<file path="config.mk">
export PLATFORM = sky130hd
export DESIGN_NAME = matmul_sequencer
export DESIGN_NICKNAME = d
export VERILOG_FILES = /design/src/rtl/matmul_pkg.sv /design/src/rtl/matmul_sequencer_seq_counter.sv /design/src/rtl/matmul_sequencer.sv
export SDC_FILE = /design/constraint.sdc
export NUM_CORES = 1
export LEC_CHECK = 0
export CORE_ASPECT_RATIO = 1.25
export CORE_MARGIN = 2
export CORE_UTILIZATION = 42
export DETAILED_ROUTE_END_ITERATION = 8
export HOLD_SLACK_MARGIN = 0.06
export PLACE_DENSITY_LB_ADDON = 0.2
export SYNTH_ARGS = -nofsm -noshare
export SYNTH_HDL_FRONTEND = slang
export SYNTH_HIERARCHICAL = 1
export SYNTH_SLANG_ARGS = --single-unit
</file>
<file path="constraint.sdc">
create_clock -name clk_i -period 1.2 [get_ports clk_i]
set_input_delay 0.24 -clock clk_i [delete_from_list [all_inputs] [get_ports clk_i]]
set_output_delay 0.24 -clock clk_i [all_outputs]
set_load 0.1 [all_outputs]
</file>
<file path="src/rtl/matmul_pkg.sv">
// Shared types and sizing helpers for the systolic matrix-multiply sequencer.
package matmul_pkg;

    typedef enum logic [2:0] {
        IDLE  = 3'd0,
        LOAD  = 3'd1,
        FEED  = 3'd2,
        DRAIN = 3'd3,
        DONE  = 3'd4
    } state_e;

    localparam int unsigned DIM_W = 2;

    function automatic int unsigned feed_len(input int unsigned max_dim);
        return 3 * max_dim - 2;
    endfunction

    function automatic int unsigned drain_len(input int unsigned max_dim);
        return max_dim;
    endfunction

    // Bits needed to index 0..len-1, never less than one.
    function automatic int unsigned cnt_w(input int unsigned len);
        return (len > 1) ? $clog2(len) : 1;
    endfunction

    localparam int unsigned DEF_MAX_DIM = 2;
    localparam int unsigned FEED_LEN    = feed_len(DEF_MAX_DIM);
    localparam int unsigned DRAIN_LEN   = drain_len(DEF_MAX_DIM);

endpackage

</file>
<file path="src/rtl/matmul_sequencer_seq_counter.sv">
// Up-counter with clear, enable and a registered terminal-count flag; stops at LAST.
module seq_counter #(
    parameter int unsigned WIDTH = 2,
    parameter int unsigned LAST  = 3
) (
    input  logic             clk_i,
    input  logic             rst_ni,
    input  logic             clr_i,
    input  logic             en_i,
    output logic [WIDTH-1:0] count_o,
    output logic             tc_o
);

    always_ff @(posedge clk_i or negedge rst_ni) begin
        if (!rst_ni) begin
            count_o <= '0;
            tc_o    <= 1'b0;
        end else if (clr_i) begin
            count_o <= '0;
            tc_o    <= 1'(LAST == 0);
        end else if (en_i && !tc_o) begin
            count_o <= WIDTH'(count_o + WIDTH'(1));
            tc_o    <= (WIDTH'(count_o + WIDTH'(1)) == WIDTH'(LAST));
        end
    end

endmodule

</file>
<file path="src/rtl/matmul_sequencer.sv">
// Sequences one systolic matmul: latch dims, reload operands, feed, drain, report done.
module matmul_sequencer
    import matmul_pkg::*;
#(
    parameter  int unsigned BUS_WIDTH  = 16,
    parameter  int unsigned DATA_WIDTH = 8,
    localparam int unsigned MAX_DIM    = BUS_WIDTH / DATA_WIDTH,
    localparam int unsigned CNT_W      = $clog2(3 * MAX_DIM - 2)
) (
    input  logic             clk_i,
    input  logic             rst_ni,
    input  logic             start_i,
    input  logic             abort_i,
    input  logic [DIM_W-1:0] n_i,
    input  logic [DIM_W-1:0] k_i,
    input  logic [DIM_W-1:0] m_i,
    output logic             start_bit_o,
    output logic             reload_op_o,
    output logic [CNT_W-1:0] counter_o,
    output logic [DIM_W-1:0] n_o,
    output logic [DIM_W-1:0] k_o,
    output logic [DIM_W-1:0] m_o,
    output logic             pe_en_o,
    output logic             pe_clr_o,
    output logic             busy_o,
    output logic             done_o
);

    localparam int unsigned F_LEN   = feed_len(MAX_DIM);
    localparam int unsigned D_LEN   = drain_len(MAX_DIM);
    localparam int unsigned DRAIN_W = cnt_w(D_LEN);

    state_e             state_q, state_d;
    logic [CNT_W-1:0]   feed_cnt;
    logic               feed_tc;
    logic [DRAIN_W-1:0] drain_cnt_unused;
    logic               drain_tc;

    logic               start_bit_d, reload_op_d, pe_en_d, pe_clr_d, busy_d, done_d;
    logic [CNT_W-1:0]   counter_d;
    logic [DIM_W-1:0]   n_d, k_d, m_d;

    seq_counter #(.WIDTH(CNT_W), .LAST(F_LEN - 1)) u_feed_cnt (
        .clk_i   (clk_i),
        .rst_ni  (rst_ni),
        .clr_i   (state_q != FEED),
        .en_i    (state_q == FEED),
        .count_o (feed_cnt),
        .tc_o    (feed_tc)
    );

    seq_counter #(.WIDTH(DRAIN_W), .LAST(D_LEN - 1)) u_drain_cnt (
        .clk_i   (clk_i),
        .rst_ni  (rst_ni),
        .clr_i   (state_q != DRAIN),
        .en_i    (state_q == DRAIN),
        .count_o (drain_cnt_unused),
        .tc_o    (drain_tc)
    );

    always_ff @(posedge clk_i or negedge rst_ni) begin
        if (!rst_ni) begin
            state_q <= IDLE;
        end else begin
            state_q <= state_d;
        end
    end

    // Next state, then outputs decoded from the next state so they register in step with it.
    always_comb begin
        state_d     = state_q;
        n_d         = n_o;
        k_d         = k_o;
        m_d         = m_o;
        start_bit_d = 1'b0;
        reload_op_d = 1'b0;
        pe_en_d     = 1'b0;
        pe_clr_d    = 1'b0;
        busy_d      = 1'b0;
        done_d      = 1'b0;
        counter_d   = '0;

        unique case (state_q)
            IDLE: begin
                if (start_i && !abort_i) begin
                    state_d = LOAD;
                    n_d     = n_i;
                    k_d     = k_i;
                    m_d     = m_i;
                end
            end
            LOAD:    state_d = FEED;
            FEED:    if (feed_tc) state_d = DRAIN;
            DRAIN:   if (drain_tc) state_d = DONE;
            DONE:    state_d = IDLE;
            default: state_d = IDLE;
        endcase

        if (abort_i && (state_q != IDLE)) begin
            state_d = IDLE;
        end

        unique case (state_d)
            LOAD: begin
                busy_d      = 1'b1;
                pe_clr_d    = 1'b1;
                reload_op_d = 1'b1;
            end
            FEED: begin
                busy_d      = 1'b1;
                start_bit_d = 1'b1;
                pe_en_d     = 1'b1;
                counter_d   = (state_q == FEED) ? CNT_W'(feed_cnt + CNT_W'(1)) : '0;
            end
            DRAIN: begin
                busy_d  = 1'b1;
                pe_en_d = 1'b1;
            end
            DONE: begin
                busy_d = 1'b1;
                done_d = 1'b1;
            end
            default: ;
        endcase
    end

    always_ff @(posedge clk_i or negedge rst_ni) begin
        if (!rst_ni) begin
            start_bit_o <= 1'b0;
            reload_op_o <= 1'b0;
            counter_o   <= '0;
            n_o         <= '0;
            k_o         <= '0;
            m_o         <= '0;
            pe_en_o     <= 1'b0;
            pe_clr_o    <= 1'b0;
            busy_o      <= 1'b0;
            done_o      <= 1'b0;
        end else begin
            start_bit_o <= start_bit_d;
            reload_op_o <= reload_op_d;
            counter_o   <= counter_d;
            n_o         <= n_d;
            k_o         <= k_d;
            m_o         <= m_d;
            pe_en_o     <= pe_en_d;
            pe_clr_o    <= pe_clr_d;
            busy_o      <= busy_d;
            done_o      <= done_d;
        end
    end

endmodule

</file>
==> out/metrics.yaml, run 1 <==
die:
  start_util_pct: 45.1
  ios: 24
  core_area_sq_um: 2000
  die_h_um: 55.9
  die_x_um: 45.5
  rows: 18
  dieArea_sq_um: 2540
sta:
  setup_slack_ns: -0.117
  finalClockSkew_ns: 0.00662
  period_needed_ns: 1.32
  maxSlewViolCount: 0
  maxClockFrequency_ghz: 0.759
  worstMarginPinSlew_ns: 0.247
  rsz0062_at_grt: "true"
  slew_headroom_pct: 83.5
  hold_violations: 0
  setup_viol: 12
  post-route-period-util_pct: 110
placement:
  place.gp.congestion: 0.769
  pre_cts_slack_ns: -0.254
  detailed_place_hpwl_um: 1260
  numPortBuffers: 23
  post_dp_cell_area_sq_um: 1350
clock_tree:
  tritoncts: "built"
  cts_buffer_depth: 2
  root_buffer: "clkbuf_4"
  cts_max_level: 1
  cts-buffers-inserted: 3
  cts_setup_buffers: 0
  numClockSinks: 20
  clk_latency_ns: 0.30
  cts.clk_slew.worst_paths_ns: 0.11
worst_setup_path:
  max_stage_delay_ns: 0.47
  cp-endpoint: "u_feed_cnt/count_o[0]$_DFFE_PN0P_"
  r2r_end: "u_feed_cnt/count_o[0]$_DFFE_PN0P_"
  worst-path-stages: 3
  reg2reg_depth: 3
  crit_chain: "nor3_4 > nor2b_4 > mux2_4"
  path_buf_inv: 0
  r2r_start: "state_q[0]$_DFF_PN0_"
  cp_slowest_cell: "dfrtp_2"
  critPathKind: "flop to flop"
  path_delay_family: "flip-flops"
  crit_path_end_kind: "flop"
  cp-start-kind: "flop"
  reg2reg_slack_ns: -0.12
  cp_max_fo: 3
  worstPathArrival_ns: 1.51
  worstPathRequired_ns: 1.39
  crit_start: "state_q[0]$_DFF_PN0_"
hold_path:
  hp-class: "primary input to async pin"
power_and_ir_drop:
  p_sw_mw: 0.841
  p_leak_nw: 0.645
  powerDensity_nw_per_um2: 1540
  ir_worst_vdd_mv: 0.970
  p_seq_share_pct: 38.1
  swShare_pct: 39.0
  clock_power_share_pct: 17.6
  p_int_mw: 1.32
  combPwrFrac_pct: 44.3
synthesis:
  postSynthAreaPerCell_sq_um: 13.3
  synth.distinct_cells: 28
  syn_area_sq_um: 905
  synth_area_leaders: "dfrtp_1, mux2_4, nor2_2"
  synth_edf_count: 0
  synth_adder_area_share_pct: 1.38
  ys_ff_latch: 20
  synth_compound_area_share_pct: 5.81
  async_flop_share_pct: 100
  synth-xor-area-share_pct: 0.968
  synth_top_family_by_area: "simple AND/OR/NAND/NOR gates"
  syn_inst: 68
  ys.flop_type: "dfrtp_1"
  synthMuxAreaShare_pct: 14.4
  synth-simple-area-share_pct: 17.3
  yosysWarnings: 6
  syn_nets: 79
  synth_top_area_share_pct: 55.3
  ys_seq_area_share_pct: 55.3
  synth_top_area_cell: "dfrtp_1"
global_routing:
  grt_max_degree: 21
  track_usage_pct: 14.8
  grt_overflow: 0
  grt_pass1_vias: 618
  grt_pass1_wl_um: 2720
  antenna_found_initial: 0
finish:
  drive_above_1_share_pct: 55.0
  num_antenna_cells: 0
  multi_input_area_sq_um: 368
  area_growth_pct: 55.2
  fin_area_sq_um: 1400
  fillCellCount: 127
  regArea_sq_um: 514
  nets: 112
  utilization_pct: 70.0
routing:
  dr.pass1.iters: 4
  vias: 612
  via_per_inst: 5.10
  ant_nets: 0
  wl_um: 1630
  wl_per_cell_um: 13.6
  dr.first_iter.drc_count: 9
  drc: 0
run_status:
  status: "complete, but fails checks"
  failed_checks: "negative setup slack"
flow_run:
  max-cap-violations: 0
layout by cell type (no fill, tap or decap), types with 2 or more instances in the layout:
cell type and instances:
buf_12 14, dfrtp_1 11, clkdlybuf4s50_1 9, mux2_4 8
dfrtp_2 8, buf_4 8, nor2_2 3, inv_1 3
clkbuf_4 3, nor2_1 3, inv_2 2, nor2_4 2
a31oi_1 2, and4_1 2, a21oi_1 2, nor2b_1 2
worst min path at each step:
stage                                      start                endpoint
4_1_cts                                   rst_ni   start_bit_o$_DFF_PN0_
2_1_floorplan                             rst_ni        busy_o$_DFF_PN0_
3_5_place_dp   u_feed_cnt/count_o[0]$_DFFE_PN0P_  counter_o[0]$_DFF_PN0_
3_3_place_gp     u_drain_cnt/count_o$_DFFE_PN0P_    state_q[1]$_DFF_PN0_
6_report                                  rst_ni   start_bit_o$_DFF_PN0_
5_1_grt                                   rst_ni   start_bit_o$_DFF_PN0_
metrics by stage:
| stage | TNS [ns] | power (mW) | hold WS (ns) | cells |
|---|---|---|---|---|
| after floorplan | -0.153 | 1.40 | -0.0556 | 68 |
| after global placement | -2.40 | 1.78 | 0.529 | 116 |
| after detailed placement | -2.71 | 1.79 | 0.525 | 116 |
| after CTS | -0.706 | 2.18 | 0.260 | 120 |
| after global routing | -1.22 | 2.24 | 0.297 | 120 |
| final | -0.526 | 2.16 | 0.260 | 120 |
layout make-up:
cell class                      count  area share, %
Tap cell                           20           1.78
Sequential cell                    20           36.6
Clock buffer                        4           2.58
Inverter                            5           1.34
Timing Repair Buffer               32           31.5
Multi-Input combinational cell     39           26.2
layer usage:
metal | global-route usage (%) | vias to the layer above | wire (um) | part of all wire [%]
met3 | 1.95 | 4 | 64 | 3.9
li1 | - | 291 | - | -
met1 | 19.4 | 298 | 711 | 44
met5 | 0 | - | 0 | 0
met4 | 8.82 | 0 | 31 | 1.9
met2 | 22.5 | 19 | 820 | 50
cells in the mapped netlist, drive strengths merged (2+ instances only):
master / n
nor2: 8
a21oi: 2
buf: 4
nor3: 2
nor2b: 3
a31oi: 2
inv: 5
dfrtp: 20
mux2: 8
and4: 2
registers in the layout, summed over array words and instances (netlist names):
signal               cells
m_o                      2
start_bit_o              1
u_drain_cnt/count_o      1
counter_o                2
state_q                  3
pe_en_o                  1
k_o                      2
u_feed_cnt/count_o       2
done_o                   1
u_feed_cnt/tc_o          1
pe_clr_o                 1
busy_o                   1
n_o                      2
power groups by stage:
stage / clock network [mW] / logic, mW / registers, mW
detailed placement: 0 / 0.955 / 0.835
finish: 0.380 / 0.956 / 0.823
CTS: 0.397 / 0.960 / 0.822
floorplan: 0 / 0.170 / 1.23
global placement: 0 / 0.945 / 0.832
global route: 0.418 / 0.985 / 0.832
cells by family after synthesis:
| kind of cell | count (synthesis) |
|---|---|
| and+or+nand+nor | 20 |
| DFF | 20 |
| buffers and inverters | 9 |
| muxes | 9 |
| AOI/OAI and AO/OA | 8 |
| xor gates and xnor gates | 1 |
| adders and majority gates | 1 |
timing repair:
| item | in CTS | in global routing |
|---|---|---|
| pin swaps | 0 | 1 |
| hold buffers | 0 | 0 |
| gates resized for setup | 2 | 3 |
| setup endpoints to repair | 13 | 15 |
worst reg2reg max path, cell delays in order (launching register included):
cell and delay (ns):
dfrtp_2 0.47, nor3_4 0.23, nor2b_4 0.21, mux2_4 0.31
(Power assumes the default switching activity.)
==> inputs of run 2 (changes only) <==
--- a/config.mk
+++ b/config.mk
@@ -7,7 +7,8 @@
 export LEC_CHECK = 0
 export CORE_ASPECT_RATIO = 1.25
 export CORE_MARGIN = 2
-export CORE_UTILIZATION = 42
+export CORE_UTILIZATION = 44
+export CTS_BUF_LIST = sky130_fd_sc_hd__clkbuf_8
 export DETAILED_ROUTE_END_ITERATION = 8
 export HOLD_SLACK_MARGIN = 0.06
 export PLACE_DENSITY_LB_ADDON = 0.2
==> run 2 against run 1 <==
Against the previous run: the run still ends with negative setup slack left; sequential cell count unchanged; worst setup slack better by 0.030 ns; utilization increased by 3.8 points; via count up 0.82%; critical path depth up 1; non-clock buffer count up 1; critical endpoint unchanged.
==> out/metrics.yaml, run 2 (synthesis gave the netlist of run 1 again) <==
run_status:
  status: "complete, but fails checks"
  failed_checks: "negative setup slack"
clock_tree:
  cts-buffers-inserted: 3  # unchanged
  cts_max_level: 1  # unchanged
  cts.clk_slew.worst_paths_ns: 0.08  # -0.03 ns
  tritoncts: "built"
  root_buffer: "clkbuf_8"
  cts_buffer_depth: 2  # unchanged
  hold_buffers: 0  # unchanged
  clk_latency_ns: 0.27  # -0.03 ns
  numClockSinks: 20  # unchanged
power_and_ir_drop:
  p_total_mw: 2.31  # +7.2%
  ir_worst_vdd_mv: 1.42  # +47%
  p_leak_nw: 0.672  # +4.2%
  powerDensity_nw_per_um2: 1600  # +4.0%
finish:
  finalNonFillerCells: 121  # +0.83%
  regArea_sq_um: 513  # -0.24%
  drive_above_1_share_pct: 55.4  # +0.45 points
  regMostFlops: "state_q"
  fillCellCount: 133  # +4.7%
  num_antenna_cells: 0  # unchanged
  nets: 113  # +0.89%
  layout_common_cells: "buf_12, dfrtp_1, buf_4"
  largest_reg_flops: 3  # unchanged
  area_growth_pct: 60.0
  multi_input_area_sq_um: 375  # +2.0%
  mostFrequentLayoutCell: "buf_12"
routing:
  wl_um: 1720  # +5.8%
  vias: 617  # +0.82%
  ant_nets: 0  # unchanged
  dr.first_iter.drc_count: 5  # -4
  wl_per_cell_um: 14.2  # +5.0%
  dr.pass1.iters: 4  # unchanged
  drc: 0  # unchanged
  via_per_inst: 5.10  # about the same
sta:
  period_needed_ns: 1.29  # -0.0298 ns
  tns_ns: -0.530  # -0.00428 ns
  slew_headroom_pct: 80.4  # -3.1 points
  hold_ws_ns: 0.315  # +0.0545 ns
  maxClockFrequency_ghz: 0.777  # +2.3%
  finalClockSkew_ns: 0.00503  # -0.00158 ns
  post-route-period-util_pct: 107  # -2.5 points
  setup_viol: 10  # -2
  maxSlewViolCount: 0  # unchanged
  rsz0062_at_grt: "true"
  hold_violations: 0  # unchanged
  worstMarginPinSlew_ns: 0.294  # +0.0466 ns
  setup_slack_ns: -0.0872  # +0.0298 ns
worst_setup_path:
  crit_path_end_kind: "flop"
  reg2reg_slack_ns: -0.09  # +0.03 ns
  worstPathArrival_ns: 1.44  # -0.07 ns
  cp_slowest_cell: "dfrtp_1"
  cp-start-kind: "flop"
  max_stage_delay_ns: 0.39  # -0.08 ns
  crit_chain: "inv_2 > nor3_4 > nor2b_4 > mux2_4"
  r2r_end: "u_feed_cnt/count_o[0]$_DFFE_PN0P_"
  worstPathRequired_ns: 1.36  # -0.03 ns
  reg2reg_depth: 4  # +1
  cp_max_fo: 3  # unchanged
  critPathKind: "flop to flop"
  r2r_start: "state_q[1]$_DFF_PN0_"
  path_buf_inv: 1  # +1
  path_delay_family: "simple AND/OR/NAND/NOR gates"
placement:
  dp_cells: 115  # -0.86%
  pre_cts_slack_ns: -0.286  # -0.0319 ns
  place.gp.congestion: 0.854  # +11%
  detailed_place_hpwl_um: 1260  # about the same
  numPortBuffers: 23  # unchanged
global_routing:
  grt_pass1_vias: 610  # -1.3%
  grt_overflow: 0  # unchanged
  grt_max_degree: 21  # unchanged
  track_usage_pct: 17.1  # +2.3 points
  antenna_found_initial: 0  # unchanged
  grt_pass1_wl_um: 2880  # +5.8%
flow_run:
  max-cap-violations: 0  # unchanged
die:
  die_h_um: 54.7  # -2.1%
  ios: 24  # unchanged
  core_area_sq_um: 1960  # -2.2%
  rows: 18  # unchanged
  dieArea_sq_um: 2440  # -4.2%
  start_util_pct: 46.2  # +1.0 points
  die_x_um: 44.6  # -2.1%
hold_path:
  hp-class: "primary input to async pin"
-- run 2: changes by cell type in the layout (fill, tap and decap cells not counted), sizes merged --
cell | before | now
buf | 23 | 24
clkdlybuf4s50 | 9 | 8
dlymetal6s2s | 0 | 1
-- run 2: area by class of cell --
class / count / area share, %
sequential: 20 / 35.4
multi-input combinational: 39 / 25.9
tap: 20 / 1.73
clock buffer: 4 / 3.80
timing repair buffer: 33 / 31.8
inverter: 5 / 1.30
-- run 2: per-stage QoR --
stage / utilization [%] / area (sq um)
final: 73.9 / 1450
after global routing: 73.9 / 1450
after CTS: 72.8 / 1430
after detailed placement: 69.3 / 1360
after global placement: 69.3 / 1360
after floorplan: - / 916
-- run 2: power by group --
group / internal [mW] / leakage [nW] / switching (mW) / total, mW
logic: 0.390 / 0.391 / 0.577 / 0.967
clock network: 0.293 / 0.0288 / 0.231 / 0.524
registers: 0.750 / 0.252 / 0.0739 / 0.824
-- run 2: worst max-delay path by stage --
stage                         start                                end  depth (start not counted)
2_1_floorplan  state_q[1]$_DFF_PN0_                 k_o[0]$_DFFE_PN0P_                          4
3_3_place_gp                abort_i                 n_o[1]$_DFFE_PN0P_                          4
3_5_place_dp                abort_i                 m_o[0]$_DFFE_PN0P_                          4
4_1_cts        state_q[1]$_DFF_PN0_  u_feed_cnt/count_o[0]$_DFFE_PN0P_                          4
5_1_grt        state_q[1]$_DFF_PN0_  u_feed_cnt/count_o[0]$_DFFE_PN0P_                          4
6_report       state_q[1]$_DFF_PN0_  u_feed_cnt/count_o[0]$_DFFE_PN0P_                          4
-- run 2: per-layer routing --
layer | vias up | part of all wire [%] | GRT usage [%]
met4 | 0 | 2.4 | 10.6
met2 | 20 | 50 | 27.5
met5 | - | 0 | 0
met3 | 5 | 5.8 | 3.96
li1 | 292 | - | -
met1 | 300 | 41 | 20.6
-- run 2: what timing repair did --
item	in CTS	in global routing
endpoints found under the hold margin	0	0
setup endpoints to repair	10	15
buffers inserted	1	1
gates resized for setup	1	5
pin swaps	2	1
